===== config.mk =====
export PLATFORM = sky130hd
export DESIGN_NAME = rbus_tile_sink_flat
export DESIGN_NICKNAME = d
export VERILOG_FILES = /design/src/rtl/rbus_tile_sink_pkg.sv /design/src/rtl/rbus_tile_sink_if.sv /design/src/rtl/rbus_tile_sink_fifo.sv /design/src/rtl/rbus_tile_sink.sv /design/src/flat_wrapper.sv
export SDC_FILE = /design/constraint.sdc
export NUM_CORES = 1
export LEC_CHECK = 0
export BUFFER_PORTS_ARGS = -buffer_cell sky130_fd_sc_hd__buf_2
export CAP_MARGIN = 10
export CORE_MARGIN = 4
export CORE_UTILIZATION = 40
export CTS_CLUSTER_SIZE = 24
export DETAILED_ROUTE_END_ITERATION = 8
export PLACE_DENSITY = 0.59
export SLEW_MARGIN = 10
export SYNTH_ARGS = -nofsm -noshare
export SYNTH_HDL_FRONTEND = slang
export SYNTH_HIERARCHICAL = 1
export SYNTH_SLANG_ARGS = --single-unit

===== constraint.sdc =====
create_clock -name clk -period 5.7 [get_ports clk]
set_input_delay 0.57 -clock clk [delete_from_list [all_inputs] [get_ports clk]]
set_output_delay 0.57 -clock clk [all_outputs]
set_load 0.02 [all_outputs]

===== src/rtl/rbus_tile_sink_pkg.sv =====
// Shared types for the rbus tile sink: ring-signal bit positions, tile ID and packet layouts.
package rbus_tile_sink_pkg;

    localparam int RBUS_WIDTH  = 8;
    localparam int RBUS_USED   = 0;
    localparam int RBUS_SECOND = 1;

    typedef logic [4:0] tile_id_t;

    typedef struct packed {
        logic [RBUS_WIDTH-1:0] signals;
        logic [9:0]            src_req;
        logic [9:0]            dst_req;
        logic [36:0]           address;
    } rbus_pkt_t;

    // Receive FIFO entry: the destination is implied (it is this tile), so it is not stored.
    typedef struct packed {
        logic [RBUS_WIDTH-1:0] signals;
        logic [9:0]            src_req;
        logic [36:0]           address;
    } rbus_entry_t;

    typedef enum logic {
        IDLE  = 1'b0,
        CAPT2 = 1'b1
    } sink_state_t;

endpackage


===== src/rtl/rbus_tile_sink_if.sv =====
// Ring-bus and local dequeue signals of the tile sink; slave = sink side, master = environment side.
interface rbus_tile_sink_if;
    import rbus_tile_sink_pkg::*;

    logic [RBUS_WIDTH-1:0] rbusIn_signals;
    logic [9:0]            rbusIn_src_req;
    logic [9:0]            rbusIn_dst_req;
    logic [36:0]           rbusIn_address;
    logic                  in_can;
    logic [RBUS_WIDTH-1:0] rbusOut_signals;
    logic [9:0]            rbusOut_src_req;
    logic [9:0]            rbusOut_dst_req;
    logic [36:0]           rbusOut_address;
    // deq_* is valid/ready: the head is popped on a cycle where deq_valid && deq_ready;
    // deq_valid never depends on deq_ready and the head stays put until popped.
    logic                  deq_valid;
    logic [RBUS_WIDTH-1:0] deq_signals;
    logic [9:0]            deq_src_req;
    logic [36:0]           deq_address;
    logic                  deq_ready;

    modport slave (
        input  rbusIn_signals, rbusIn_src_req, rbusIn_dst_req, rbusIn_address, deq_ready,
        output in_can, rbusOut_signals, rbusOut_src_req, rbusOut_dst_req, rbusOut_address,
        output deq_valid, deq_signals, deq_src_req, deq_address
    );

    modport master (
        output rbusIn_signals, rbusIn_src_req, rbusIn_dst_req, rbusIn_address, deq_ready,
        input  in_can, rbusOut_signals, rbusOut_src_req, rbusOut_dst_req, rbusOut_address,
        input  deq_valid, deq_signals, deq_src_req, deq_address
    );

endinterface


===== src/rtl/rbus_tile_sink_fifo.sv =====
// Receive FIFO of the tile sink: DEPTH entries, simultaneous push/pop, count and free outputs.
module rbus_sink_fifo
    import rbus_tile_sink_pkg::*;
#(
    parameter int DEPTH = 8,
    parameter int PTR_W = 3
) (
    input  logic          clk,
    input  logic          rst,
    input  logic          push,
    input  rbus_entry_t   push_entry,
    input  logic          pop,
    output rbus_entry_t   head,
    output logic [PTR_W:0] count,
    output logic [PTR_W:0] free
);

    localparam logic [PTR_W:0] DEPTH_C = (PTR_W+1)'(DEPTH);

    rbus_entry_t      mem [DEPTH];
    logic [PTR_W-1:0] rd_ptr;
    logic [PTR_W-1:0] wr_ptr;

    always_ff @(posedge clk) begin
        if (push) begin
            mem[wr_ptr] <= push_entry;
        end
    end

    // Pointers wrap naturally because DEPTH is a power of two.
    always_ff @(posedge clk) begin
        if (rst) begin
            rd_ptr <= '0;
            wr_ptr <= '0;
            count  <= '0;
        end else begin
            if (push) wr_ptr <= wr_ptr + 1'b1;
            if (pop)  rd_ptr <= rd_ptr + 1'b1;
            case ({push, pop})
                2'b10:   count <= count + 1'b1;
                2'b01:   count <= count - 1'b1;
                default: count <= count;
            endcase
        end
    end

    assign head = mem[rd_ptr];
    assign free = DEPTH_C - count;

    a_no_overflow:  assert property (@(posedge clk) disable iff (rst) !(push && !pop && count == DEPTH_C));
    a_no_underflow: assert property (@(posedge clk) disable iff (rst) !(pop && count == '0));

endmodule


===== src/rtl/rbus_tile_sink.sv =====
// Ring-bus tile sink: captures packets addressed to ID into a local FIFO and forwards the ring.
// Optional RBUS_SINK_STATS_EN adds a saturating drop_cnt of hits rejected for lack of space.
module rbus_tile_sink
    import rbus_tile_sink_pkg::*;
#(
    parameter tile_id_t ID    = 5'd0,
    parameter int       DEPTH = 8,
    parameter int       PTR_W = 3
) (
    input  logic           clk,
    input  logic           rst,
    rbus_tile_sink_if.slave bus,
    output sink_state_t    state
`ifdef RBUS_SINK_STATS_EN
    ,
    output logic [15:0]    drop_cnt
`endif
);

    localparam logic [PTR_W+1:0] CAN_LIMIT = (PTR_W+2)'(DEPTH - 3);

    sink_state_t    state_n;
    rbus_pkt_t      in_pkt;
    rbus_pkt_t      fwd_pkt;
    rbus_pkt_t      fwd_q;
    rbus_entry_t    head;
    logic [PTR_W:0] count;
    logic [PTR_W:0] free;
    logic           hit;
    logic           second;
    logic           push;
    logic           pop;
    logic           reject;
    logic           in_can_q;
    logic [PTR_W+1:0] fill_n;

    assign in_pkt = '{signals: bus.rbusIn_signals, src_req: bus.rbusIn_src_req,
                      dst_req: bus.rbusIn_dst_req, address: bus.rbusIn_address};
    assign hit    = in_pkt.signals[RBUS_USED] && (in_pkt.dst_req == {5'b0, ID});
    assign second = in_pkt.signals[RBUS_SECOND];
    assign pop    = bus.deq_valid && bus.deq_ready;

    // A captured first beat always reserves a slot, so the second beat never needs a space check.
    // When the expected second beat does not arrive, the beat is judged as a fresh IDLE beat.
    always_comb begin
        state_n = IDLE;
        push    = 1'b0;
        reject  = 1'b0;
        fwd_pkt = in_pkt;
        if (state == CAPT2 && second && hit) begin
            push = 1'b1;
        end else if (hit && !second) begin
            if (free >= (PTR_W+1)'(2)) begin
                push    = 1'b1;
                state_n = CAPT2;
            end else begin
                reject  = 1'b1;
            end
        end
        if (push) fwd_pkt.signals[RBUS_USED] = 1'b0;
    end

    assign fill_n = {1'b0, count} + (PTR_W+2)'(push);

    always_ff @(posedge clk) begin
        if (rst) begin
            state    <= IDLE;
            fwd_q    <= '0;
            in_can_q <= 1'b1;
        end else begin
            state    <= state_n;
            fwd_q    <= fwd_pkt;
            in_can_q <= (fill_n <= CAN_LIMIT);
        end
    end

    rbus_sink_fifo #(.DEPTH(DEPTH), .PTR_W(PTR_W)) u_fifo (
        .clk        (clk),
        .rst        (rst),
        .push       (push),
        .push_entry ('{signals: in_pkt.signals, src_req: in_pkt.src_req, address: in_pkt.address}),
        .pop        (pop),
        .head       (head),
        .count      (count),
        .free       (free)
    );

    assign bus.in_can          = in_can_q;
    assign bus.rbusOut_signals = fwd_q.signals;
    assign bus.rbusOut_src_req = fwd_q.src_req;
    assign bus.rbusOut_dst_req = fwd_q.dst_req;
    assign bus.rbusOut_address = fwd_q.address;
    assign bus.deq_valid       = (count != '0);
    assign bus.deq_signals     = head.signals;
    assign bus.deq_src_req     = head.src_req;
    assign bus.deq_address     = head.address;

`ifdef RBUS_SINK_STATS_EN
    always_ff @(posedge clk) begin
        if (rst) begin
            drop_cnt <= '0;
        end else if (reject && drop_cnt != 16'hFFFF) begin
            drop_cnt <= drop_cnt + 16'd1;
        end
    end
`endif

endmodule


===== src/flat_wrapper.sv =====
// flat-port wrapper written by rule: the top's interface ports become plain ports
module rbus_tile_sink_flat import rbus_tile_sink_pkg::*;
#(
    parameter tile_id_t ID    = 5'd0,
    parameter int       DEPTH = 8,
    parameter int       PTR_W = 3
)
  (clk, rst, state, bus_rbusIn_signals, bus_rbusIn_src_req, bus_rbusIn_dst_req, bus_rbusIn_address, bus_deq_ready, bus_in_can, bus_rbusOut_signals, bus_rbusOut_src_req, bus_rbusOut_dst_req, bus_rbusOut_address, bus_deq_valid, bus_deq_signals, bus_deq_src_req, bus_deq_address);
  rbus_tile_sink_if bus_i ();
  input  logic clk;
  input  logic rst;
  output sink_state_t state;
  input wire logic [$bits(bus_i.rbusIn_signals)-1:0] bus_rbusIn_signals;
  input wire logic [$bits(bus_i.rbusIn_src_req)-1:0] bus_rbusIn_src_req;
  input wire logic [$bits(bus_i.rbusIn_dst_req)-1:0] bus_rbusIn_dst_req;
  input wire logic [$bits(bus_i.rbusIn_address)-1:0] bus_rbusIn_address;
  input wire logic [$bits(bus_i.deq_ready)-1:0] bus_deq_ready;
  output wire logic [$bits(bus_i.in_can)-1:0] bus_in_can;
  output wire logic [$bits(bus_i.rbusOut_signals)-1:0] bus_rbusOut_signals;
  output wire logic [$bits(bus_i.rbusOut_src_req)-1:0] bus_rbusOut_src_req;
  output wire logic [$bits(bus_i.rbusOut_dst_req)-1:0] bus_rbusOut_dst_req;
  output wire logic [$bits(bus_i.rbusOut_address)-1:0] bus_rbusOut_address;
  output wire logic [$bits(bus_i.deq_valid)-1:0] bus_deq_valid;
  output wire logic [$bits(bus_i.deq_signals)-1:0] bus_deq_signals;
  output wire logic [$bits(bus_i.deq_src_req)-1:0] bus_deq_src_req;
  output wire logic [$bits(bus_i.deq_address)-1:0] bus_deq_address;
  assign bus_i.rbusIn_signals = bus_rbusIn_signals;
  assign bus_i.rbusIn_src_req = bus_rbusIn_src_req;
  assign bus_i.rbusIn_dst_req = bus_rbusIn_dst_req;
  assign bus_i.rbusIn_address = bus_rbusIn_address;
  assign bus_i.deq_ready = bus_deq_ready;
  assign bus_in_can = bus_i.in_can;
  assign bus_rbusOut_signals = bus_i.rbusOut_signals;
  assign bus_rbusOut_src_req = bus_i.rbusOut_src_req;
  assign bus_rbusOut_dst_req = bus_i.rbusOut_dst_req;
  assign bus_rbusOut_address = bus_i.rbusOut_address;
  assign bus_deq_valid = bus_i.deq_valid;
  assign bus_deq_signals = bus_i.deq_signals;
  assign bus_deq_src_req = bus_i.deq_src_req;
  assign bus_deq_address = bus_i.deq_address;
  rbus_tile_sink #(.ID(ID), .DEPTH(DEPTH), .PTR_W(PTR_W)) u_core (.clk(clk), .rst(rst), .bus(bus_i), .state(state));
endmodule

==> results.toml <==
[logic_synthesis]
syn_area_sq_mm = 0.0191
avgSynthCellArea_sq_um = 21.9
synth-warning-count = 6
syn_inst = 871
synthesis.nets = 947

[sta]
max_slew_margin_pct = 26.8
fin_ws_ns = 1.88
hold_ws_ns = 0.224
worstMarginPinSlew_ns = 1.10
period_needed_ns = 3.83
setup_tns_ns = 0
finalHoldViolCount = 0
setup_violations = 0
rsz0062_at_grt = "false"
finalMaxSlewViolations = 0
post-route-period-util_pct = 67.1
skew_ns = 0.0163
max_freq_mhz = 261

[run]
max-cap-violations = 0

[routing]
drc = 0
drt_wl_total_microns = 37800
viasPerCell = 5.09
wire_per_inst_microns = 21.7
drtPass1Iterations = 4
antenna_left = 0
drtIter0Drc = 611
vias = 8870

[global_routing]
grt_pass1_vias = 9499
track_usage_pct = 15.0
grt_max_degree = 80
grt_overflow = 0
antenna_found_initial = 2
grt_pass1_wl_microns = 58400

[clock_tree]
clkSinkCount = 520
cts_made_buffers = 53
cts_buffer_depth = 3
cts-root-buf = "clkbuf_16"
insertion_delay_ns = 0.58
post_cts_buffers = 0
clk_pin_slew_ns = 0.06
holdBufCountCts = 0
post_cts_resized = 0
htree_num_levels = 2
cts_tree = "done"

[cells_and_area]
final_common_cell = "edfxtp_1"
drive_gt1_share_pct = 41.4
syn_to_final_growth_pct = 18.1
nets = 1168
final_cell_mix = "edfxtp_1 (440), buf_2 (189), mux4_2 (110)"
n_antenna_cell = 0
final_core_util_pct = 48.1

[floorplan]
die_x_microns = 227
coreArea_sq_mm = 0.0469
die_area_sq_mm = 0.0513
fp-row-count = 79
initial_core_util_pct = 40.8
ioPinCount = 191
die-height_microns = 227

[critical_path]
worstPathMaxFanout = 36
cp.required_ns = 5.91
critPathTopFamily = "simple AND/OR/NAND/NOR gates"
worstSetupPathType = "reg -> reg"
critPathMaxStageDelay_ns = 0.72
critPathBufInv = 2
critPathArrivalTime_ns = 4.04
slowest_stage = "nor2_4"
start_kind = "register"
crit_path_end_kind = "register"
crit_path_cell_trace = "inv_1 > ha_1 > xnor2_1 > nor3_1 > o21a_1 > nor2_1 > nand2b_1 > nor2_4 > buf_4"

[power_and_ir_drop]
peakVddDrop_mv = 0.192
pwr_density_cell_mw_per_mm2 = 345
p_leak_nw = 7.46

[hold_path]
hold_class = "in -> reg"

[placed_design]
io_buffers = 190
post-place-ws_ns = 1.88
routabilityCongestion = 0.694
dpl.hpwl_microns = 21500

[outcome]
outcome = "finished, final reports clean"
## final cells by class
| cell class | instances | area (sq um) |
|---|---|---|
| Fill cell | 3882 | 24300 |
| Sequential cell | 520 | 14800 |
| Multi-Input combinational cell | 307 | 4100 |
| Clock buffer | 67 | 1420 |
| Timing Repair Buffer | 206 | 1090 |
| Tap cell | 607 | 759 |
| Clock inverter | 30 | 347 |
| Inverter | 4 | 15.0 |
## state kept, by name, indices dropped and copies added (netlist names), named ones only
register	count
u_core/bus.rbusOut_signals	8
u_core/u_fifo/rd_ptr	3
u_core/bus.rbusOut_dst_req	10
u_core/bus.in_can	1
u_core/u_fifo/count	4
u_core/bus.rbusOut_address	37
u_core/u_fifo/wr_ptr	3
u_core/bus.rbusOut_src_req	10
u_core/u_fifo/mem	440
u_core/state	1
## path summary, 6_finish.rpt
path	from	slack [ns]	end	cells past startpoint
hold reg to reg	u_core/u_fifo/wr_ptr[0]	0.50	u_core/u_fifo/wr_ptr[0]	2
hold / removal	bus_rbusIn_dst_req[9]	0.22	u_core/bus.rbusOut_dst_req[9]	2
setup / recovery	u_core/u_fifo/count[1]	1.88	u_core/u_fifo/mem[2][18]	9
setup reg to reg	u_core/u_fifo/count[1]	1.88	u_core/u_fifo/mem[2][18]	9
## per-layer routing
layer	part of all wire, %	track usage [%]	up-vias	routed length (microns)
li1	-	-	3962	-
met1	43	20.3	4679	16400
met2	50	25.3	176	19000
met3	4.6	3.29	51	1760
met4	1.7	3.38	2	633
met5	0.053	0	-	20
## worst reg2reg max path, cell delays in order (launching register included)
cell and delay (ns):
dfxtp_1 0.59, inv_1 0.10, ha_1 0.21, xnor2_1 0.14, nor3_1 0.09, o21a_1 0.18
nor2_1 0.40, nand2b_1 0.38, nor2_4 0.72, buf_4 0.64
## power breakdown
part	switching (mW)	total, mW	leakage [nW]	internal [mW]
Clock	1.40	3.48	0.864	2.08
Combinational	0.109	0.156	1.98	0.0464
Sequential	0.00522	4.14	4.62	4.14
## through the flow
step | cell area, sq um | power, mW | std cells
after floorplan | 19100 | 4.29 | 871
after global placement | 20800 | 4.38 | 1644
after detailed placement | 20800 | 4.39 | 1644
after CTS | 22600 | 7.90 | 1741
after global routing | 22600 | 8.09 | 1741
final | 22600 | 7.78 | 1741
Note: power is estimated with default switching activity, not from simulation.
